<file path="src/rtl/video_sync_decoder_if.sv">
`default_nettype none
// ============================================================================
// Module   : video_sync_decoder_if
// Purpose  : Decoded-video input and captured pixel-stream bundle.
// Revision : 1.0
// ============================================================================
interface video_sync_decoder_if #(
  parameter int HMAX = 800,
  parameter int VMAX = 525
);
  localparam int c_hlen = $clog2(HMAX + 1);
  localparam int c_vlen = $clog2(VMAX + 1);

  logic              i_hsync;
  logic              i_vsync;
  logic              i_data_en;
  logic [7:0]        i_red;
  logic [7:0]        i_grn;
  logic [7:0]        i_blu;
  logic              o_rgb_valid;
  logic [7:0]        o_rgb_red;
  logic [7:0]        o_rgb_grn;
  logic [7:0]        o_rgb_blu;
  logic              o_sof;
  logic              o_eol;
  logic [c_hlen-1:0] o_x;
  logic [c_vlen-1:0] o_y;
  logic              o_locked;
  logic              o_err;
  logic [c_hlen-1:0] o_hactive;
  logic [c_hlen-1:0] o_htotal;
  logic [c_vlen-1:0] o_vactive;
  logic [c_vlen-1:0] o_vtotal;

  modport master (
    output i_hsync, i_vsync, i_data_en, i_red, i_grn, i_blu,
    input  o_rgb_valid, o_rgb_red, o_rgb_grn, o_rgb_blu, o_sof, o_eol, o_x, o_y,
    input  o_locked, o_err, o_hactive, o_htotal, o_vactive, o_vtotal
  );

  modport slave (
    input  i_hsync, i_vsync, i_data_en, i_red, i_grn, i_blu,
    output o_rgb_valid, o_rgb_red, o_rgb_grn, o_rgb_blu, o_sof, o_eol, o_x, o_y,
    output o_locked, o_err, o_hactive, o_htotal, o_vactive, o_vtotal
  );
endinterface
`default_nettype wire

</file>
<file path="src/rtl/video_sync_decoder.sv">
`default_nettype none
// ============================================================================
// Module   : video_sync_decoder
// Purpose  : Recovers frame timing from decoded video, locks, emits x/y stream.
// Revision : 1.0
// ============================================================================
module video_sync_decoder #(
  parameter int HMAX        = 800,
  parameter int VMAX        = 525,
  parameter int LOCK_FRAMES = 2
) (
  input  wire logic           clk,
  input  wire logic           rstn,
  video_sync_decoder_if.slave vif
);
  localparam int c_hlen = $clog2(HMAX + 1);
  localparam int c_vlen = $clog2(VMAX + 1);
  localparam int c_llen = $clog2(2 * VMAX + 1);
  localparam logic [c_llen-1:0] c_tmo  = c_llen'(2 * VMAX);
  localparam logic [3:0]        c_lock = 4'(LOCK_FRAMES);

  typedef enum logic [1:0] {
    S_SEARCH  = 2'd0,
    S_MEASURE = 2'd1,
    S_LOCKED  = 2'd2
  } state_t;

  logic              r_s1_hs, r_s1_vs, r_s1_de, r_d_hs, r_d_vs, r_d_de;
  logic [7:0]        r_s1_red, r_s1_grn, r_s1_blu;
  logic              w_de_rise, w_de_fall, w_hs_rise, w_vs_rise;
  logic [c_hlen-1:0] r_hcyc, r_x, w_x_cur, r_ref_hactive, r_ref_htotal;
  logic [c_vlen-1:0] r_act;
  logic [c_llen-1:0] r_lines;
  logic              r_frame_ok, w_hact_bad, w_htot_bad;

  always_ff @(posedge clk) begin
    if (!rstn) begin
      {r_s1_hs, r_s1_vs, r_s1_de, r_d_hs, r_d_vs, r_d_de} <= '0;
      {r_s1_red, r_s1_grn, r_s1_blu} <= '0;
    end else begin
      r_s1_hs  <= vif.i_hsync;
      r_s1_vs  <= vif.i_vsync;
      r_s1_de  <= vif.i_data_en;
      r_s1_red <= vif.i_red;
      r_s1_grn <= vif.i_grn;
      r_s1_blu <= vif.i_blu;
      r_d_hs   <= r_s1_hs;
      r_d_vs   <= r_s1_vs;
      r_d_de   <= r_s1_de;
    end
  end

  assign w_de_rise = r_s1_de & ~r_d_de;
  assign w_de_fall = ~r_s1_de & r_d_de;
  assign w_hs_rise = r_s1_hs & ~r_d_hs;
  assign w_vs_rise = r_s1_vs & ~r_d_vs;
  assign w_x_cur   = w_de_rise ? '0 : r_x;

  // The first line's htotal spans vertical blanking, so line 1 is the reference.
  assign w_hact_bad = w_de_fall && (r_act != '0) && (r_x != r_ref_hactive);
  assign w_htot_bad = w_de_rise && (r_act > c_vlen'(1)) && (r_hcyc != r_ref_htotal);

  always_ff @(posedge clk) begin
    if (!rstn) begin
      r_hcyc        <= '0;
      r_x           <= '0;
      r_act         <= '0;
      r_lines       <= '0;
      r_ref_hactive <= '0;
      r_ref_htotal  <= '0;
      r_frame_ok    <= 1'b0;
    end else begin
      if (w_de_rise)            r_hcyc <= c_hlen'(1);
      else if (r_hcyc != '1)    r_hcyc <= r_hcyc + 1'b1;
      if (r_s1_de)              r_x <= (w_x_cur == '1) ? w_x_cur : w_x_cur + 1'b1;
      if (w_de_rise && r_act == c_vlen'(1)) r_ref_htotal  <= r_hcyc;
      if (w_de_fall && r_act == '0)         r_ref_hactive <= r_x;
      if (w_vs_rise) begin
        r_lines <= '0;
        r_act   <= '0;
      end else begin
        if (w_hs_rise && r_lines != '1) r_lines <= r_lines + 1'b1;
        if (w_de_fall && r_act != '1)   r_act   <= r_act + 1'b1;
      end
      if (w_vs_rise)                      r_frame_ok <= 1'b1;
      else if (w_hact_bad || w_htot_bad)  r_frame_ok <= 1'b0;
    end
  end

  state_t            r_state;
  logic [3:0]        r_match, w_match_next;
  logic [c_hlen-1:0] r_cand_hactive, r_cand_htotal, r_hactive_o, r_htotal_o;
  logic [c_vlen-1:0] r_cand_act, r_vactive_o, r_vtotal_o;
  logic [c_llen-1:0] r_cand_lines;
  logic              r_locked, r_err, w_cand_valid, w_cand_eq, w_lock_lost;

  assign w_cand_valid = r_frame_ok && (r_act != '0) && (r_ref_hactive != '0);
  assign w_cand_eq    = (r_ref_hactive == r_cand_hactive) && (r_ref_htotal == r_cand_htotal)
                     && (r_act == r_cand_act) && (r_lines == r_cand_lines);
  assign w_match_next = w_cand_eq ? r_match + 4'd1 : 4'd1;
  assign w_lock_lost  = (w_de_fall && (r_x != r_hactive_o)) || (w_vs_rise && !w_cand_eq)
                     || (r_lines >= c_tmo);

  always_ff @(posedge clk) begin
    if (!rstn) begin
      r_state        <= S_SEARCH;
      r_match        <= '0;
      r_cand_hactive <= '0;
      r_cand_htotal  <= '0;
      r_cand_act     <= '0;
      r_cand_lines   <= '0;
      r_hactive_o    <= '0;
      r_htotal_o     <= '0;
      r_vactive_o    <= '0;
      r_vtotal_o     <= '0;
      r_locked       <= 1'b0;
      r_err          <= 1'b0;
    end else begin
      r_err <= 1'b0;
      case (r_state)
        S_SEARCH: begin
          if (w_vs_rise) begin
            r_state <= S_MEASURE;
            r_match <= '0;
          end
        end
        S_MEASURE: begin
          if (w_vs_rise) begin
            if (w_cand_valid) begin
              r_match        <= w_match_next;
              r_cand_hactive <= r_ref_hactive;
              r_cand_htotal  <= r_ref_htotal;
              r_cand_act     <= r_act;
              r_cand_lines   <= r_lines;
              if (w_match_next == c_lock) begin
                r_state     <= S_LOCKED;
                r_locked    <= 1'b1;
                r_hactive_o <= r_ref_hactive;
                r_htotal_o  <= r_ref_htotal;
                r_vactive_o <= r_act;
                r_vtotal_o  <= r_lines[c_vlen-1:0];
              end
            end else begin
              r_match <= '0;
            end
          end
        end
        S_LOCKED: begin
          if (w_lock_lost) begin
            r_state  <= S_SEARCH;
            r_match  <= '0;
            r_locked <= 1'b0;
            r_err    <= 1'b1;
          end
        end
        default: r_state <= S_SEARCH;
      endcase
    end
  end

  logic              r_valid, r_sof, r_eol;
  logic [7:0]        r_red, r_grn, r_blu;
  logic [c_hlen-1:0] r_ox;
  logic [c_vlen-1:0] r_oy;

  // Pixel data and coordinates hold their last values whenever unlocked.
  always_ff @(posedge clk) begin
    if (!rstn) begin
      {r_valid, r_sof, r_eol} <= '0;
      {r_red, r_grn, r_blu}   <= '0;
      r_ox                    <= '0;
      r_oy                    <= '0;
    end else if (r_locked) begin
      r_valid <= r_s1_de;
      r_sof   <= r_s1_de && (w_x_cur == '0) && (r_act == '0);
      r_eol   <= r_s1_de && (w_x_cur == r_hactive_o - 1'b1);
      if (r_s1_de) begin
        r_red <= r_s1_red;
        r_grn <= r_s1_grn;
        r_blu <= r_s1_blu;
        r_ox  <= w_x_cur;
        r_oy  <= r_act;
      end
    end else begin
      {r_valid, r_sof, r_eol} <= '0;
    end
  end

  assign vif.o_rgb_valid = r_valid;
  assign vif.o_rgb_red   = r_red;
  assign vif.o_rgb_grn   = r_grn;
  assign vif.o_rgb_blu   = r_blu;
  assign vif.o_sof       = r_sof;
  assign vif.o_eol       = r_eol;
  assign vif.o_x         = r_ox;
  assign vif.o_y         = r_oy;
  assign vif.o_locked    = r_locked;
  assign vif.o_err       = r_err;
  assign vif.o_hactive   = r_hactive_o;
  assign vif.o_htotal    = r_htotal_o;
  assign vif.o_vactive   = r_vactive_o;
  assign vif.o_vtotal    = r_vtotal_o;
endmodule
`default_nettype wire

</file>
<file path="src/flat_wrapper.sv">
// flat-port wrapper written by rule: the top's interface ports become plain ports
module video_sync_decoder_flat 
#(
  parameter int HMAX        = 800,
  parameter int VMAX        = 525,
  parameter int LOCK_FRAMES = 2
)
  (clk, rstn, vif_i_hsync, vif_i_vsync, vif_i_data_en, vif_i_red, vif_i_grn, vif_i_blu, vif_o_rgb_valid, vif_o_rgb_red, vif_o_rgb_grn, vif_o_rgb_blu, vif_o_sof, vif_o_eol, vif_o_x, vif_o_y, vif_o_locked, vif_o_err, vif_o_hactive, vif_o_htotal, vif_o_vactive, vif_o_vtotal);
  video_sync_decoder_if #(.HMAX(HMAX), .VMAX(VMAX)) vif_i ();
  input  wire logic clk;
  input  wire logic rstn;
  input wire logic [$bits(vif_i.i_hsync)-1:0] vif_i_hsync;
  input wire logic [$bits(vif_i.i_vsync)-1:0] vif_i_vsync;
  input wire logic [$bits(vif_i.i_data_en)-1:0] vif_i_data_en;
  input wire logic [$bits(vif_i.i_red)-1:0] vif_i_red;
  input wire logic [$bits(vif_i.i_grn)-1:0] vif_i_grn;
  input wire logic [$bits(vif_i.i_blu)-1:0] vif_i_blu;
  output wire logic [$bits(vif_i.o_rgb_valid)-1:0] vif_o_rgb_valid;
  output wire logic [$bits(vif_i.o_rgb_red)-1:0] vif_o_rgb_red;
  output wire logic [$bits(vif_i.o_rgb_grn)-1:0] vif_o_rgb_grn;
  output wire logic [$bits(vif_i.o_rgb_blu)-1:0] vif_o_rgb_blu;
  output wire logic [$bits(vif_i.o_sof)-1:0] vif_o_sof;
  output wire logic [$bits(vif_i.o_eol)-1:0] vif_o_eol;
  output wire logic [$bits(vif_i.o_x)-1:0] vif_o_x;
  output wire logic [$bits(vif_i.o_y)-1:0] vif_o_y;
  output wire logic [$bits(vif_i.o_locked)-1:0] vif_o_locked;
  output wire logic [$bits(vif_i.o_err)-1:0] vif_o_err;
  output wire logic [$bits(vif_i.o_hactive)-1:0] vif_o_hactive;
  output wire logic [$bits(vif_i.o_htotal)-1:0] vif_o_htotal;
  output wire logic [$bits(vif_i.o_vactive)-1:0] vif_o_vactive;
  output wire logic [$bits(vif_i.o_vtotal)-1:0] vif_o_vtotal;
  assign vif_i.i_hsync = vif_i_hsync;
  assign vif_i.i_vsync = vif_i_vsync;
  assign vif_i.i_data_en = vif_i_data_en;
  assign vif_i.i_red = vif_i_red;
  assign vif_i.i_grn = vif_i_grn;
  assign vif_i.i_blu = vif_i_blu;
  assign vif_o_rgb_valid = vif_i.o_rgb_valid;
  assign vif_o_rgb_red = vif_i.o_rgb_red;
  assign vif_o_rgb_grn = vif_i.o_rgb_grn;
  assign vif_o_rgb_blu = vif_i.o_rgb_blu;
  assign vif_o_sof = vif_i.o_sof;
  assign vif_o_eol = vif_i.o_eol;
  assign vif_o_x = vif_i.o_x;
  assign vif_o_y = vif_i.o_y;
  assign vif_o_locked = vif_i.o_locked;
  assign vif_o_err = vif_i.o_err;
  assign vif_o_hactive = vif_i.o_hactive;
  assign vif_o_htotal = vif_i.o_htotal;
  assign vif_o_vactive = vif_i.o_vactive;
  assign vif_o_vtotal = vif_i.o_vtotal;
  video_sync_decoder #(.HMAX(HMAX), .VMAX(VMAX), .LOCK_FRAMES(LOCK_FRAMES)) u_core (.clk(clk), .rstn(rstn), .vif(vif_i));
endmodule
</file>
<file path="config.mk">
export PLATFORM = sky130hd
export DESIGN_NAME = video_sync_decoder_flat
export DESIGN_NICKNAME = d
export VERILOG_FILES = /design/src/rtl/video_sync_decoder_if.sv /design/src/rtl/video_sync_decoder.sv /design/src/flat_wrapper.sv
export SDC_FILE = /design/constraint.sdc
export NUM_CORES = 1
export LEC_CHECK = 0
export CORE_MARGIN = 8
export CORE_UTILIZATION = 55
export DETAILED_ROUTE_END_ITERATION = 10
export PLACE_DENSITY_LB_ADDON = 0.12
export RECOVER_POWER = 100
export SYNTH_ARGS = -nofsm -noshare
export SYNTH_HDL_FRONTEND = slang
export SYNTH_SLANG_ARGS = --single-unit
</file>
<file path="constraint.sdc">
create_clock -name clk -period 3.8 [get_ports clk]
set_input_delay 0.76 -clock clk [delete_from_list [all_inputs] [get_ports clk]]
set_output_delay 0.76 -clock clk [all_outputs]
set_load 0.01 [all_outputs]
</file>
# Yosys cells after proc, flatten, opt, wreduce, memory -nomap -nowiden
# Cells that the tools add are included.
# classes
add_sub_neg,6
n_lt_le_gt_ge,2
eq_ne,21
n_mux,24
bitwise,9
reduce_logical,41
# op_table
cell,count
== test 10 bit,4
"adder 10 x 1 -> 10 bit, second input constant",3
!= test 10 bit,3
zero test 10 bit,2
2-to-1 mux 10 bit,2
2-to-1 mux 4 bit,5
"!= test 10 bit, second input constant",2
nonzero test 10 bit,2
logical AND 1 bit,18
case mux 4 bit (3 select lines),1
"adder 11 x 1 -> 11 bit, second input constant",1
== test 11 bit,1
"greater-or-equal comparator 11 bit, second input constant",1
"!= test 11 bit, second input constant",1
"== test 10 x 1 -> 1 bit, second input constant",1
"== test 10 bit, second input constant",1
"greater-than comparator 10 x 1 -> 1 bit, second input constant",1
2-to-1 mux 2 bit,5
"!= test 2 x 1 -> 1 bit, second input constant",5
AND reduction 5 bit,2
"subtractor 10 x 1 -> 10 bit, second input constant",1
2-to-1 mux 1 bit,9
AND reduction 4 bit,2
case mux 2 bit (3 select lines),1
other kinds (15),29
# word_totals
reg_bits,228
out_inout_bits,89
wordCells,140

# Depth between registers and ports, before layout
# Gate-level depths: netlist of run 1.
# logic_depth
ltp_word,10
mapped_depth,12

# Least setup slack after synthesis of run 1
# OpenSTA, ideal clock, no wires.
# synth_timing
path_type,reg-to-reg
startpoint,register u_core.r_s1_de
endpoint,register u_core.r_x[3]
arrival_time_ns,2.439
path_slack_ns,1.233
stages_incl_launch_ff,13
period_less_slack_ns,2.567
cell_sequence,dfxtp_1 > clkbuf_1 > nand2b_1 > clkbuf_1 > buf_1 > nand2_1 > inv_1 > ha_1 > nand4_1 > o21ai_2 > nor2_1 > xor2_1 > nor2_1
# synth_via
elab_chain_cells,4
elab_cells_between_ends,5
cone_classes,add/sub (1); eq/ne (1); mux (2); bitwise (1)
# synth_lines
element,line_no,rtl
"start, declared",video_sync_decoder.sv:28,"logic r_s1_hs, r_s1_vs, r_s1_de, r_d_hs, r_d_vs, r_d_de;"
"start signal, assigned",video_sync_decoder.sv:43,r_s1_de <= vif.i_data_en;
bitwise AND 1 bit *,video_sync_decoder.sv:53,assign w_de_rise = r_s1_de & ~r_d_de;
2-to-1 mux 10 bit *,video_sync_decoder.sv:57,assign w_x_cur = w_de_rise ? '0 : r_x;
named net u_core.w_x_cur[0],video_sync_decoder.sv:31,"logic [c_hlen-1:0] r_hcyc, r_x, w_x_cur, r_ref_hactive, r_ref_htotal;"
adder 10 x 1 -> 10 bit or == test 10 bit (tied branches),video_sync_decoder.sv:75,if (r_s1_de) r_x <= (w_x_cur == '1) ? w_x_cur : w_x_cur + 1'b1;
2-to-1 mux 10 bit *,video_sync_decoder.sv:75,
"end signal, assigned",video_sync_decoder.sv:75,
"end, declared",video_sync_decoder.sv:31,
# The timed path passes the listed nets; every way through them passes the cells marked *.
# A chain may end at the register's enable or synchronous reset.

# Worst setup path in the final report of run 1
# layout_timing
startpoint,register u_core.r_d_de
endpoint,register u_core.r_x[3]
# layout_via
elab_chain_cells,5
elab_cells_between_ends,6
cone_classes,add/sub (1); eq/ne (1); mux (2); bitwise (2)
# layout_lines
element,line_no,rtl
"start, declared",video_sync_decoder.sv:28,
"start signal, assigned",video_sync_decoder.sv:49,r_d_de <= r_s1_de;
NOT 1 bit *,video_sync_decoder.sv:53,
bitwise AND 1 bit *,video_sync_decoder.sv:53,
2-to-1 mux 10 bit *,video_sync_decoder.sv:57,
named net u_core.w_x_cur[0],video_sync_decoder.sv:31,
adder 10 x 1 -> 10 bit or == test 10 bit (tied branches),video_sync_decoder.sv:75,
2-to-1 mux 10 bit *,video_sync_decoder.sv:75,
# Marks and branches as above.

==> run_summary.xml, run 1 <==
<?xml version="1.0" encoding="UTF-8"?>
<metrics>
  <group name="global_routing">
    <metric name="grt_pass1_wl" unit="µm">37200</metric>
    <metric name="via_count_of_the_first_global_routing_pass" unit="">7447</metric>
    <metric name="grt.total_usage" unit="%">19.9</metric>
    <metric name="grt_antenna_before_repair" unit="">0</metric>
    <metric name="grt_start_max_net_pins" unit="">160</metric>
    <metric name="global_route.overflow_total" unit="">0</metric>
  </group>
  <group name="sta">
    <metric name="achievable-frequency" unit="MHz">313</metric>
    <metric name="final.setup.tns" unit="ps">0</metric>
    <metric name="rsz0062_at_grt" unit="">false</metric>
    <metric name="finalClockSkew" unit="ps">6.28</metric>
    <metric name="slew_violations" unit="">208</metric>
    <metric name="period_share" unit="%">84.0</metric>
    <metric name="finalHoldViolations" unit="">0</metric>
    <metric name="final-setup-viol-count" unit="">0</metric>
    <metric name="tightest_slew" unit="ps">2120</metric>
    <metric name="timing.max_slew.rel_slack" unit="%">-41.4</metric>
    <metric name="period_minus_slack" unit="ps">3190</metric>
  </group>
  <group name="final_layout">
    <metric name="area_growth_syn_to_layout" unit="%">19.1</metric>
    <metric name="largest_registers" unit="">u_core.r_cand_lines: 11 flops, u_core.r_lines: 11 flops</metric>
    <metric name="final_util" unit="%">66.1</metric>
    <metric name="final_design_area_no_fill" unit="mm²">0.0117</metric>
    <metric name="net_count_final" unit="">1244</metric>
    <metric name="drive_above_1_share" unit="%">4.68</metric>
    <metric name="finalNonFillerCells" unit="">1447</metric>
    <metric name="diode_count" unit="">0</metric>
  </group>
  <group name="pwr">
    <metric name="power_density" unit="mW/mm²">437</metric>
    <metric name="max-vdd-ir-drop" unit="µV">358</metric>
    <metric name="static-leakage-power" unit="µW">0.00481</metric>
    <metric name="power" unit="µW">5110</metric>
  </group>
  <group name="synthesis">
    <metric name="seq_area_frac_synth" unit="%">46.5</metric>
    <metric name="synth_nets" unit="">1183</metric>
    <metric name="ys_top_cells_by_area" unit="">sky130_fd_sc_hd__dfxtp_1 (46%), sky130_fd_sc_hd__nand2_1 (7.4%), sky130_fd_sc_hd__xnor2_1 (7.0%)</metric>
    <metric name="postSynthCellCount" unit="">1141</metric>
    <metric name="ys_dominant_reg_cell" unit="">sky130_fd_sc_hd__dfxtp_1</metric>
    <metric name="synth_edf_count" unit="">0</metric>
    <metric name="synth.distinct_cells" unit="">66</metric>
    <metric name="ys_seq_elements" unit="">228</metric>
    <metric name="synth-async-reset-ratio" unit="%">0</metric>
    <metric name="synth_area" unit="mm²">0.00983</metric>
    <metric name="post-synth-top-area-cell" unit="">sky130_fd_sc_hd__dfxtp_1</metric>
    <metric name="syn-mean-instance-area" unit="µm²">8.61</metric>
    <metric name="yosys_warnings" unit="">0</metric>
    <metric name="yosysTopAreaCellShare" unit="%">46.5</metric>
  </group>
  <group name="critical_path">
    <metric name="worst_setup_start_kind" unit="">flip-flop</metric>
    <metric name="cell_type_group_with_the_largest_total_delay_on_the_critical_path" unit="">simple AND/OR/NAND/NOR gates</metric>
    <metric name="cp_max_delay_cell" unit="">sky130_fd_sc_hd__o21ai_0</metric>
    <metric name="cp_cell_sequence" unit="">nand2b_1 -&gt; nand2_1 -&gt; inv_1 -&gt; ha_1 -&gt; nand4_1 -&gt; o21ai_0 -&gt; nor2_1 -&gt; xor2_1 -&gt; nor2_1</metric>
    <metric name="worst_path_largest_cell_delay" unit="ps">930</metric>
    <metric name="crit_path_end_kind" unit="">flip-flop</metric>
    <metric name="critical-path-top-cell-by-count" unit="">sky130_fd_sc_hd__nor2_1</metric>
    <metric name="setup.worst_path.class" unit="">flip-flop to flip-flop</metric>
    <metric name="cp.buffers_inverters" unit="">1</metric>
    <metric name="cp_max_fo" unit="">13</metric>
    <metric name="timing.critical_path.arrival" unit="ps">3520</metric>
    <metric name="required_worst_endpoint" unit="ps">4130</metric>
  </group>
  <group name="route">
    <metric name="detail_route.iter0.violations" unit="">369</metric>
    <metric name="viasPerCell" unit="">5.44</metric>
    <metric name="route.detailed.wl_per_inst" unit="µm">15.8</metric>
    <metric name="routed_wl" unit="µm">22900</metric>
    <metric name="first_pass_iters" unit="">4</metric>
    <metric name="drtAntennaViolNets" unit="">0</metric>
    <metric name="detailed_route_drc_error_count" unit="">0</metric>
    <metric name="dr_total_vias" unit="">7876</metric>
  </group>
  <group name="clock_network">
    <metric name="clock_insertion_delay_worst_skew" unit="ps">510</metric>
    <metric name="post_cts_resize_count" unit="">0</metric>
    <metric name="numClockSinks" unit="">228</metric>
    <metric name="cts-hold-fix-buffers" unit="">0</metric>
    <metric name="cts_buffers" unit="">23</metric>
    <metric name="postCtsSetupBuffers" unit="">0</metric>
    <metric name="root_buffer" unit="">sky130_fd_sc_hd__clkbuf_16</metric>
    <metric name="cts_tree" unit="">yes</metric>
    <metric name="cts.reportedPaths.clkPinSlew" unit="ps">60</metric>
    <metric name="h_tree_depth_reported_by_cts" unit="">1</metric>
    <metric name="clock_tree.buffer_depth" unit="">3</metric>
  </group>
  <group name="outcome">
    <metric name="violations" unit="">capacitance limit, slew limit</metric>
    <metric name="outcome" unit="">finished, violations left</metric>
  </group>
  <group name="placed_design">
    <metric name="placed_cell_area" unit="mm²">0.0110</metric>
    <metric name="globalplace.congestion" unit="">0.843</metric>
    <metric name="placement.io_buffers" unit="">117</metric>
    <metric name="post-place-cells" unit="">1406</metric>
    <metric name="hpwlAfterDp" unit="µm">15100</metric>
  </group>
  <group name="die">
    <metric name="floorplan.die.height" unit="µm">150</metric>
    <metric name="die_x" unit="µm">150</metric>
    <metric name="floorplan.rows" unit="">49</metric>
    <metric name="core" unit="mm²">0.0177</metric>
    <metric name="die_footprint" unit="mm²">0.0224</metric>
    <metric name="floorplan.initialDensity" unit="%">55.5</metric>
    <metric name="design.portCount" unit="">118</metric>
  </group>
  <group name="flow_run">
    <metric name="timing.max_cap.violations" unit="">2</metric>
  </group>
  <group name="min_path">
    <metric name="worstHoldPathType" unit="">flip-flop to flip-flop</metric>
  </group>
</metrics>
-- cell families (layout without fill, tap and decap cells) --
kind of cell	after synthesis	in the layout	share of synthesized area, %
AOI/OAI and AO/OA	165	165	10.2
xor gates and xnor gates	105	105	9.44
adders and majority gates	13	13	1.66
buffers and inverters	112	189	4.83
DFF	228	228	46.5
muxes	61	61	6.21
and+or+nand+nor	457	457	21.3
-- where the power goes --
part | total [µW] | internal (µW) | switching (µW) | leakage [µW]
Clock | 2290 | 1370 | 922 | 0.000381
Combinational | 350 | 136 | 213 | 0.00259
Sequential | 2470 | 2440 | 35.0 | 0.00185
-- cell usage after synthesis (3+ instances only) --
cell and instances:
sky130_fd_sc_hd__nor2b_1 4, sky130_fd_sc_hd__nor4_1 11, sky130_fd_sc_hd__dfxtp_1 228, sky130_fd_sc_hd__nand2b_1 3
sky130_fd_sc_hd__a41oi_1 3, sky130_fd_sc_hd__nand3_1 25, sky130_fd_sc_hd__clkbuf_1 69, sky130_fd_sc_hd__o21ai_1 3
sky130_fd_sc_hd__and2_1 33, sky130_fd_sc_hd__and3_1 8, sky130_fd_sc_hd__inv_1 18, sky130_fd_sc_hd__mux2i_1 61
sky130_fd_sc_hd__xor2_1 26, sky130_fd_sc_hd__o21ai_0 12, sky130_fd_sc_hd__nand4_1 25, sky130_fd_sc_hd__nor3_1 14
sky130_fd_sc_hd__buf_4 6, sky130_fd_sc_hd__nor2_1 117, sky130_fd_sc_hd__ha_1 13, sky130_fd_sc_hd__a211oi_1 4
sky130_fd_sc_hd__a31oi_1 10, sky130_fd_sc_hd__nand3b_1 3, sky130_fd_sc_hd__nand2_1 195, sky130_fd_sc_hd__a21oi_1 106
sky130_fd_sc_hd__buf_1 3, sky130_fd_sc_hd__xnor2_1 78, sky130_fd_sc_hd__buf_2 13, sky130_fd_sc_hd__or3_1 4
-- metrics by stage --
stage | hold WS [ps] | worst slack, ps
after floorplan | 417 | 1230
after global placement | 418 | 924
after detailed placement | 428 | 813
after CTS | 435 | 799
after global routing | 453 | 322
final | 432 | 607
-- tightest hold or removal path: cells and delay by family (launching register included) --
kind	cells	cell delay, ps
flops	1	300
simple gates	1	50
compound gates	1	50
-- routing by layer --
metal	up-vias	global-route usage, %	share of wire (%)
li1	3937	-	-
met1	3759	26.5	46
met2	150	32.9	48
met3	30	3.60	4.2
met4	0	4.75	1.5
met5	-	0	0
-- worst paths after layout --
check / startpoint / endpoint / slack, ps / depth (start not counted)
max: u_core.r_d_de$_SDFF_PN0_ / u_core.r_x[3]$_SDFFE_PN0P_ / 610 / 9
min reg2reg: u_core.r_s1_blu[4]$_SDFF_PN0_ / u_core.vif.o_rgb_blu[4]$_SDFFE_PN0P_ / 430 / 2
min: u_core.r_s1_blu[4]$_SDFF_PN0_ / u_core.vif.o_rgb_blu[4]$_SDFFE_PN0P_ / 430 / 2
max reg2reg: u_core.r_d_de$_SDFF_PN0_ / u_core.r_x[3]$_SDFFE_PN0P_ / 610 / 9
-- layout by cell type (no fill, tap or decap), drive strengths merged, types with 15 or more instances in the layout --
master	synthesis	layout
nor2	117	117
dlygate4sd3	0	90
a21oi	107	107
o21ai	16	16
xnor2	79	79
nand3	25	25
nor3	15	15
inv	19	19
dfxtp	228	228
clkbuf	69	34
clkdlybuf4s50	0	27
xor2	26	26
and2	33	33
nand2	195	195
mux2i	61	61
nand4	27	27
-- layout make-up --
type	instances	area, µm²
clock buffer	31	626
clock inverter	10	140
fill	1515	6010
inverter	19	72.6
multi-input combinational	801	4760
sequential	228	4560
tap	229	287
timing repair buffer	129	1250
No activity file was read; power rests on OpenSTA's default activity.
==> run 2: changes to the inputs <==
Settings changed: CORE_UTILIZATION 55 to 50.
Clock period 3.8 ns to 2.78 ns, I/O delays scaled along.
==> run 2 against run 1 <==
  * The run now ends clean
  * Sequential share of layout area fell by 1.3 points
  * Wire length rose by 7.9%
  * Power rose by 37%
  * Worst setup slack got worse by 360 ps
==> run_summary.xml, run 2 (synthesis results as in run 1) <==
<?xml version="1.0" encoding="UTF-8"?>
<metrics>
  <group name="outcome">
    <metric name="outcome" unit="">completed</metric>
  </group>
  <group name="route">
    <metric name="detailed_route_drc_error_count" unit="">0</metric>
    <metric name="route.detailed.wl_per_inst" unit="µm">16.3</metric>
    <metric name="drtAntennaViolNets" unit="">0</metric>
    <metric name="routed_wl" unit="µm">24700</metric>
    <metric name="viasPerCell" unit="">5.25</metric>
    <metric name="dr_total_vias" unit="">7983</metric>
    <metric name="first_pass_iters" unit="">5</metric>
    <metric name="detail_route.iter0.violations" unit="">514</metric>
  </group>
  <group name="global_routing">
    <metric name="via_count_of_the_first_global_routing_pass" unit="">7487</metric>
    <metric name="grt.total_usage" unit="%">19.9</metric>
    <metric name="grt_util_met3" unit="%">3.32</metric>
    <metric name="gr-usage-met1" unit="%">27.2</metric>
    <metric name="global_route.overflow_total" unit="">0</metric>
    <metric name="grt_antenna_before_repair" unit="">0</metric>
    <metric name="globalRouteMet2Util" unit="%">32.5</metric>
    <metric name="grt.busiest_layer" unit="">met2</metric>
    <metric name="grt_start_max_net_pins" unit="">160</metric>
    <metric name="grt_pass1_wl" unit="µm">39800</metric>
  </group>
  <group name="clock_network">
    <metric name="cts_tree" unit="">yes</metric>
    <metric name="post_cts_resize_count" unit="">0</metric>
    <metric name="numClockSinks" unit="">228</metric>
    <metric name="clock_tree.buffer_depth" unit="">3</metric>
    <metric name="cts-hold-fix-buffers" unit="">0</metric>
    <metric name="cts_buffers" unit="">24</metric>
    <metric name="clock_insertion_delay_worst_skew" unit="ps">500</metric>
    <metric name="h_tree_depth_reported_by_cts" unit="">1</metric>
    <metric name="cts.reportedPaths.clkPinSlew" unit="ps">60</metric>
    <metric name="root_buffer" unit="">sky130_fd_sc_hd__clkbuf_16</metric>
    <metric name="postCtsSetupBuffers" unit="">0</metric>
  </group>
  <group name="pwr">
    <metric name="power_density" unit="mW/mm²">578</metric>
    <metric name="max-vdd-ir-drop" unit="µV">422</metric>
    <metric name="power.switching" unit="µW">1620</metric>
    <metric name="power.sequential.fraction" unit="%">48.2</metric>
    <metric name="p_comb_share" unit="%">7.2</metric>
    <metric name="sw_frac_of_total" unit="%">23.2</metric>
    <metric name="static-leakage-power" unit="µW">0.00502</metric>
    <metric name="internal_power" unit="µW">5370</metric>
    <metric name="power_frac_clock" unit="%">44.6</metric>
  </group>
  <group name="sta">
    <metric name="period_share" unit="%">91.2</metric>
    <metric name="finalHoldViolations" unit="">0</metric>
    <metric name="final-setup-viol-count" unit="">0</metric>
    <metric name="period_minus_slack" unit="ps">2530</metric>
    <metric name="slew_violations" unit="">0</metric>
    <metric name="tightest_slew" unit="ps">780</metric>
    <metric name="final.setup.tns" unit="ps">0</metric>
    <metric name="rsz0062_at_grt" unit="">false</metric>
    <metric name="achievable-frequency" unit="MHz">395</metric>
    <metric name="timing.max_slew.rel_slack" unit="%">47.8</metric>
    <metric name="finalClockSkew" unit="ps">6.53</metric>
  </group>
  <group name="min_path">
    <metric name="timing.hold.worst.start" unit="">u_core.r_s1_red[6]$_SDFF_PN0_</metric>
    <metric name="worstHoldPathType" unit="">flip-flop to flip-flop</metric>
  </group>
  <group name="final_layout">
    <metric name="diode_count" unit="">0</metric>
    <metric name="layout.cells.most_common_list" unit="">sky130_fd_sc_hd__dfxtp_1 (228), sky130_fd_sc_hd__nand2_1 (195), sky130_fd_sc_hd__nor2_1 (117)</metric>
    <metric name="final_design_area_no_fill" unit="mm²">0.0121</metric>
    <metric name="net_count_final" unit="">1281</metric>
    <metric name="final_common_cell" unit="">sky130_fd_sc_hd__dfxtp_1</metric>
    <metric name="drive_above_1_share" unit="%">7.89</metric>
    <metric name="area_growth_syn_to_layout" unit="%">23.1</metric>
    <metric name="final_util" unit="%">62.4</metric>
    <metric name="final.fill_count" unit="">1788</metric>
    <metric name="largest_registers" unit="">u_core.r_cand_lines: 11 flops, u_core.r_lines: 11 flops</metric>
  </group>
  <group name="die">
    <metric name="floorplan.initialDensity" unit="%">50.7</metric>
    <metric name="core" unit="mm²">0.0194</metric>
    <metric name="die_x" unit="µm">156</metric>
    <metric name="die_footprint" unit="mm²">0.0244</metric>
    <metric name="floorplan.die.height" unit="µm">156</metric>
    <metric name="floorplan.rows" unit="">51</metric>
    <metric name="design.portCount" unit="">118</metric>
  </group>
  <group name="placed_design">
    <metric name="placement.io_buffers" unit="">117</metric>
    <metric name="hpwlAfterDp" unit="µm">16700</metric>
    <metric name="placed_cell_area" unit="mm²">0.0114</metric>
    <metric name="globalplace.congestion" unit="">0.859</metric>
  </group>
  <group name="critical_path">
    <metric name="worst_setup_path_startpoint" unit="">u_core.r_cand_hactive[3]$_SDFFE_PN0P_</metric>
    <metric name="cell_type_group_with_the_largest_total_delay_on_the_critical_path" unit="">simple AND/OR/NAND/NOR gates</metric>
    <metric name="crit-reg2reg-launch" unit="">u_core.r_cand_hactive[3]$_SDFFE_PN0P_</metric>
    <metric name="setup.worst_path.class" unit="">flip-flop to flip-flop</metric>
    <metric name="worst_path_largest_cell_delay" unit="ps">390</metric>
    <metric name="required_worst_endpoint" unit="ps">3140</metric>
    <metric name="cp_max_fo" unit="">15</metric>
    <metric name="crit_path_end_kind" unit="">flip-flop</metric>
    <metric name="timing.critical_path.arrival" unit="ps">2890</metric>
    <metric name="cp_max_delay_cell" unit="">sky130_fd_sc_hd__nor4_2</metric>
    <metric name="cp.buffers_inverters" unit="">1</metric>
    <metric name="worst_setup_start_kind" unit="">flip-flop</metric>
    <metric name="cp_cell_sequence" unit="">xnor2_1 -&gt; nand4_1 -&gt; nor4_2 -&gt; and4_4 -&gt; nand4_4 -&gt; buf_12 -&gt; mux2i_1 -&gt; nor2_1</metric>
  </group>
  <group name="flow_run">
    <metric name="timing.max_cap.violations" unit="">0</metric>
  </group>
</metrics>
[run 2: cell count changes in the layout (fill, tap and decap cells not counted), sizes merged]
cell	delta
clkinvlp	+3
clkbuf	+2
inv	-1
bufinv	-2
buf	+36
clkinv	-1
[run 2: worst reg2reg max path, delay by kind of cell, from the launching register on]
family,cells,cell delay [ps]
buf+inv,1,330
xor+xnor,1,250
flops,1,320
mux,1,160
simple gates,5,1340
[run 2: metrics by stage]
step                      hold slack, ps  power (µW)  instances  worst slack [ps]
final                                434        6990       1520               246
after global routing                 450        7250       1520              45.7
after CTS                            435        7080       1520               281
after detailed placement             427        3970       1478               312
after global placement               419        3960       1478               367
after floorplan                      417        3790       1141               213
[run 2: worst paths after layout]
kind / to / depth (start not counted) / slack, ps
worst max-delay path: u_core.vif.o_vtotal[0]$_SDFFE_PN0P_ / 8 / 250
worst min register to register: u_core.vif.o_rgb_red[6]$_SDFFE_PN0P_ / 2 / 430
worst max register to register: u_core.vif.o_vtotal[0]$_SDFFE_PN0P_ / 8 / 250
worst min-delay path: u_core.vif.o_rgb_red[6]$_SDFFE_PN0P_ / 2 / 430
[run 2: final cells by class]
cell class / count / area [µm²] / share of cell area, %
multi-input combinational: 801 / 4780 / 39.5
clock buffer: 33 / 696 / 5.75
clock inverter: 9 / 77.6 / 0.641
timing repair buffer: 165 / 1570 / 13.0
tap: 265 / 332 / 2.74
sequential: 228 / 4560 / 37.7
inverter: 19 / 72.6 / 0.600
[run 2: power groups by stage]
stage	clock network, µW	logic, µW	registers (µW)
after floorplan	0	348	3440
after global placement	0	517	3440
after detailed placement	0	521	3450
after CTS	3180	524	3370
after global routing	3320	551	3380
final	3120	504	3370
[run 2: routing by layer]
layer	vias to the layer above	wire length (µm)
li1	4006	-
met1	3784	11400
met5	-	0
met2	165	11700
met3	28	1220
met4	0	318
==> run 3: changes to the inputs <==
Settings changed: CORE_MARGIN 8 to unset, CORE_UTILIZATION 50 to 55.
Clock period 2.78 ns to 2.9 ns, I/O delays scaled along.
==> run 3 against run 2 <==
  * The run now ends with capacitance limit, slew limit left
  * Utilization rose by 6.8 points
  * Global-route usage increased by 5.4 points
  * Sequential share of layout area increased by 0.30 points
  * Combinational power fell by 4.4%
  * Die area is 25% lower
  * Via count down 0.13%
  * Power grew 0.83%
==> run_summary.xml, run 3 (synthesis results as in run 1) <==
<?xml version="1.0" encoding="UTF-8"?>
<metrics>
  <group name="route">
    <metric name="detailed_route_drc_error_count" unit="">0</metric>
    <metric name="routed_wl" unit="µm">23100</metric>
    <metric name="viasPerCell" unit="">5.43</metric>
    <metric name="route.detailed.wl_per_inst" unit="µm">15.8</metric>
    <metric name="drtAntennaViolNets" unit="">0</metric>
    <metric name="detail_route.iter0.violations" unit="">549</metric>
    <metric name="dr_total_vias" unit="">7973</metric>
    <metric name="first_pass_iters" unit="">4</metric>
  </group>
  <group name="sta">
    <metric name="finalHoldViolations" unit="">0</metric>
    <metric name="tightest_slew" unit="ps">1910</metric>
    <metric name="period_minus_slack" unit="ps">2630</metric>
    <metric name="timing.max_slew.rel_slack" unit="%">-27.6</metric>
    <metric name="final.setup.tns" unit="ps">0</metric>
    <metric name="slew_violations" unit="">160</metric>
    <metric name="period_share" unit="%">90.6</metric>
    <metric name="final-setup-viol-count" unit="">0</metric>
    <metric name="rsz0062_at_grt" unit="">false</metric>
    <metric name="finalClockSkew" unit="ps">20.9</metric>
    <metric name="achievable-frequency" unit="MHz">381</metric>
  </group>
  <group name="final_layout">
    <metric name="net_count_final" unit="">1266</metric>
    <metric name="final_common_cell" unit="">sky130_fd_sc_hd__dfxtp_1</metric>
    <metric name="layout.area.seq" unit="mm²">0.00456</metric>
    <metric name="final.fill_count" unit="">1408</metric>
    <metric name="drive_above_1_share" unit="%">7.00</metric>
    <metric name="area_growth_syn_to_layout" unit="%">22.1</metric>
    <metric name="final_util" unit="%">69.1</metric>
    <metric name="layout.cells.most_common_list" unit="">sky130_fd_sc_hd__dfxtp_1 (228), sky130_fd_sc_hd__nand2_1 (195), sky130_fd_sc_hd__nor2_1 (116)</metric>
    <metric name="diode_count" unit="">0</metric>
    <metric name="area_occupied_by_multi_input_gates" unit="mm²">0.00478</metric>
    <metric name="largest_registers" unit="">u_core.r_cand_lines: 11 flops, u_core.r_lines: 11 flops</metric>
  </group>
  <group name="die">
    <metric name="die_x" unit="µm">136</metric>
    <metric name="core" unit="mm²">0.0174</metric>
    <metric name="die_footprint" unit="mm²">0.0184</metric>
    <metric name="design.portCount" unit="">118</metric>
    <metric name="floorplan.die.height" unit="µm">136</metric>
    <metric name="floorplan.initialDensity" unit="%">56.6</metric>
    <metric name="floorplan.rows" unit="">48</metric>
  </group>
  <group name="outcome">
    <metric name="violations" unit="">capacitance limit, slew limit</metric>
    <metric name="outcome" unit="">finished, violations left</metric>
  </group>
  <group name="placed_design">
    <metric name="placement.io_buffers" unit="">117</metric>
    <metric name="hpwlAfterDp" unit="µm">14900</metric>
    <metric name="globalplace.congestion" unit="">0.866</metric>
  </group>
  <group name="global_routing">
    <metric name="via_count_of_the_first_global_routing_pass" unit="">7282</metric>
    <metric name="grt_start_max_net_pins" unit="">160</metric>
    <metric name="global_route.overflow_total" unit="">0</metric>
    <metric name="grt.total_usage" unit="%">25.3</metric>
    <metric name="grt_pass1_wl" unit="µm">37500</metric>
    <metric name="grt_antenna_before_repair" unit="">0</metric>
  </group>
  <group name="pwr">
    <metric name="power_density" unit="mW/mm²">587</metric>
    <metric name="max-vdd-ir-drop" unit="µV">460</metric>
    <metric name="power" unit="µW">7050</metric>
    <metric name="static-leakage-power" unit="µW">0.00499</metric>
  </group>
  <group name="clock_network">
    <metric name="numClockSinks" unit="">228</metric>
    <metric name="cts_tree" unit="">yes</metric>
    <metric name="root_buffer" unit="">sky130_fd_sc_hd__clkbuf_16</metric>
    <metric name="postCtsSetupBuffers" unit="">0</metric>
    <metric name="post_cts_resize_count" unit="">0</metric>
    <metric name="clock_tree.buffer_depth" unit="">3</metric>
    <metric name="clock_insertion_delay_worst_skew" unit="ps">520</metric>
    <metric name="cts.reportedPaths.clkPinSlew" unit="ps">60</metric>
    <metric name="cts_buffers" unit="">25</metric>
    <metric name="h_tree_depth_reported_by_cts" unit="">1</metric>
    <metric name="cts-hold-fix-buffers" unit="">0</metric>
  </group>
  <group name="critical_path">
    <metric name="required_worst_endpoint" unit="ps">3210</metric>
    <metric name="worst_setup_start_kind" unit="">input pin</metric>
    <metric name="cp_max_fo" unit="">159</metric>
    <metric name="timing.critical_path.arrival" unit="ps">2940</metric>
    <metric name="setup.worst_path.class" unit="">input pin to flip-flop</metric>
    <metric name="crit_path_end_kind" unit="">flip-flop</metric>
  </group>
  <group name="flow_run">
    <metric name="timing.max_cap.violations" unit="">1</metric>
  </group>
  <group name="min_path">
    <metric name="worstHoldPathType" unit="">flip-flop to flip-flop</metric>
  </group>
</metrics>
run 3: changes by cell type in the layout (fill, tap and decap cells not counted), moves of 2 or more:
| cell | delta |
|---|---|
| sky130_fd_sc_hd__and2_0 | -3 |
| sky130_fd_sc_hd__and2_1 | +3 |
| sky130_fd_sc_hd__buf_12 | -2 |
| sky130_fd_sc_hd__buf_4 | -15 |
| sky130_fd_sc_hd__bufinv_16 | +3 |
| sky130_fd_sc_hd__clkinvlp_4 | -2 |
run 3: final timing paths:
kind	startpoint	endpoint	slack (ps)	cells after the start
setup / recovery	rstn	u_core.r_x[9]$_SDFFE_PN0P_	270	4
hold / removal	u_core.r_s1_grn[4]$_SDFF_PN0_	u_core.vif.o_rgb_grn[4]$_SDFFE_PN0P_	420	2
setup reg to reg	u_core.r_lines[2]$_SDFFE_PP0P_	u_core.r_state[1]$_SDFFE_PN0P_	380	7
hold reg to reg	u_core.r_s1_grn[4]$_SDFF_PN0_	u_core.vif.o_rgb_grn[4]$_SDFFE_PN0P_	420	2
run 3: metal layers:
layer,part of all wire (%),up-vias,global-route usage [%]
met5,0,-,0
met3,3.9,30,3.67
met4,1.7,0,6.74
li1,-,3978,-
met2,47,163,40.1
met1,48,3802,35.8
run 3: where the power goes:
part           internal [µW]  switching [µW]  leakage, µW
registers               3190            45.3      0.00185
clock network           2070            1260     0.000434
logic                    190             292      0.00271
run 3: through the flow:
stage | instance area, µm² | hold WS [ps] | worst slack (ps) | std cells
after floorplan | 9830 | 417 | 333 | 1141
after global placement | 11200 | 419 | 598 | 1422
after detailed placement | 11200 | 427 | 515 | 1422
after CTS | 12000 | 428 | 511 | 1467
after global routing | 12000 | 441 | 161 | 1467
final | 12000 | 422 | 272 | 1467
run 3: area by class of cell:
class                           count  area share, %
Multi-Input combinational cell    801           39.8
Sequential cell                   228           38.0
Timing Repair Buffer              149           11.9
Clock buffer                       33           5.88
Tap cell                          225           2.35
Clock inverter                     12           1.44
Inverter                           19          0.605
run 3: worst max-delay path, stage by stage:
cell	delay, ps
sky130_fd_sc_hd__dlygate4sd3_1	570
sky130_fd_sc_hd__clkinvlp_2	100
sky130_fd_sc_hd__clkbuf_4	1160
sky130_fd_sc_hd__nor3_1	200
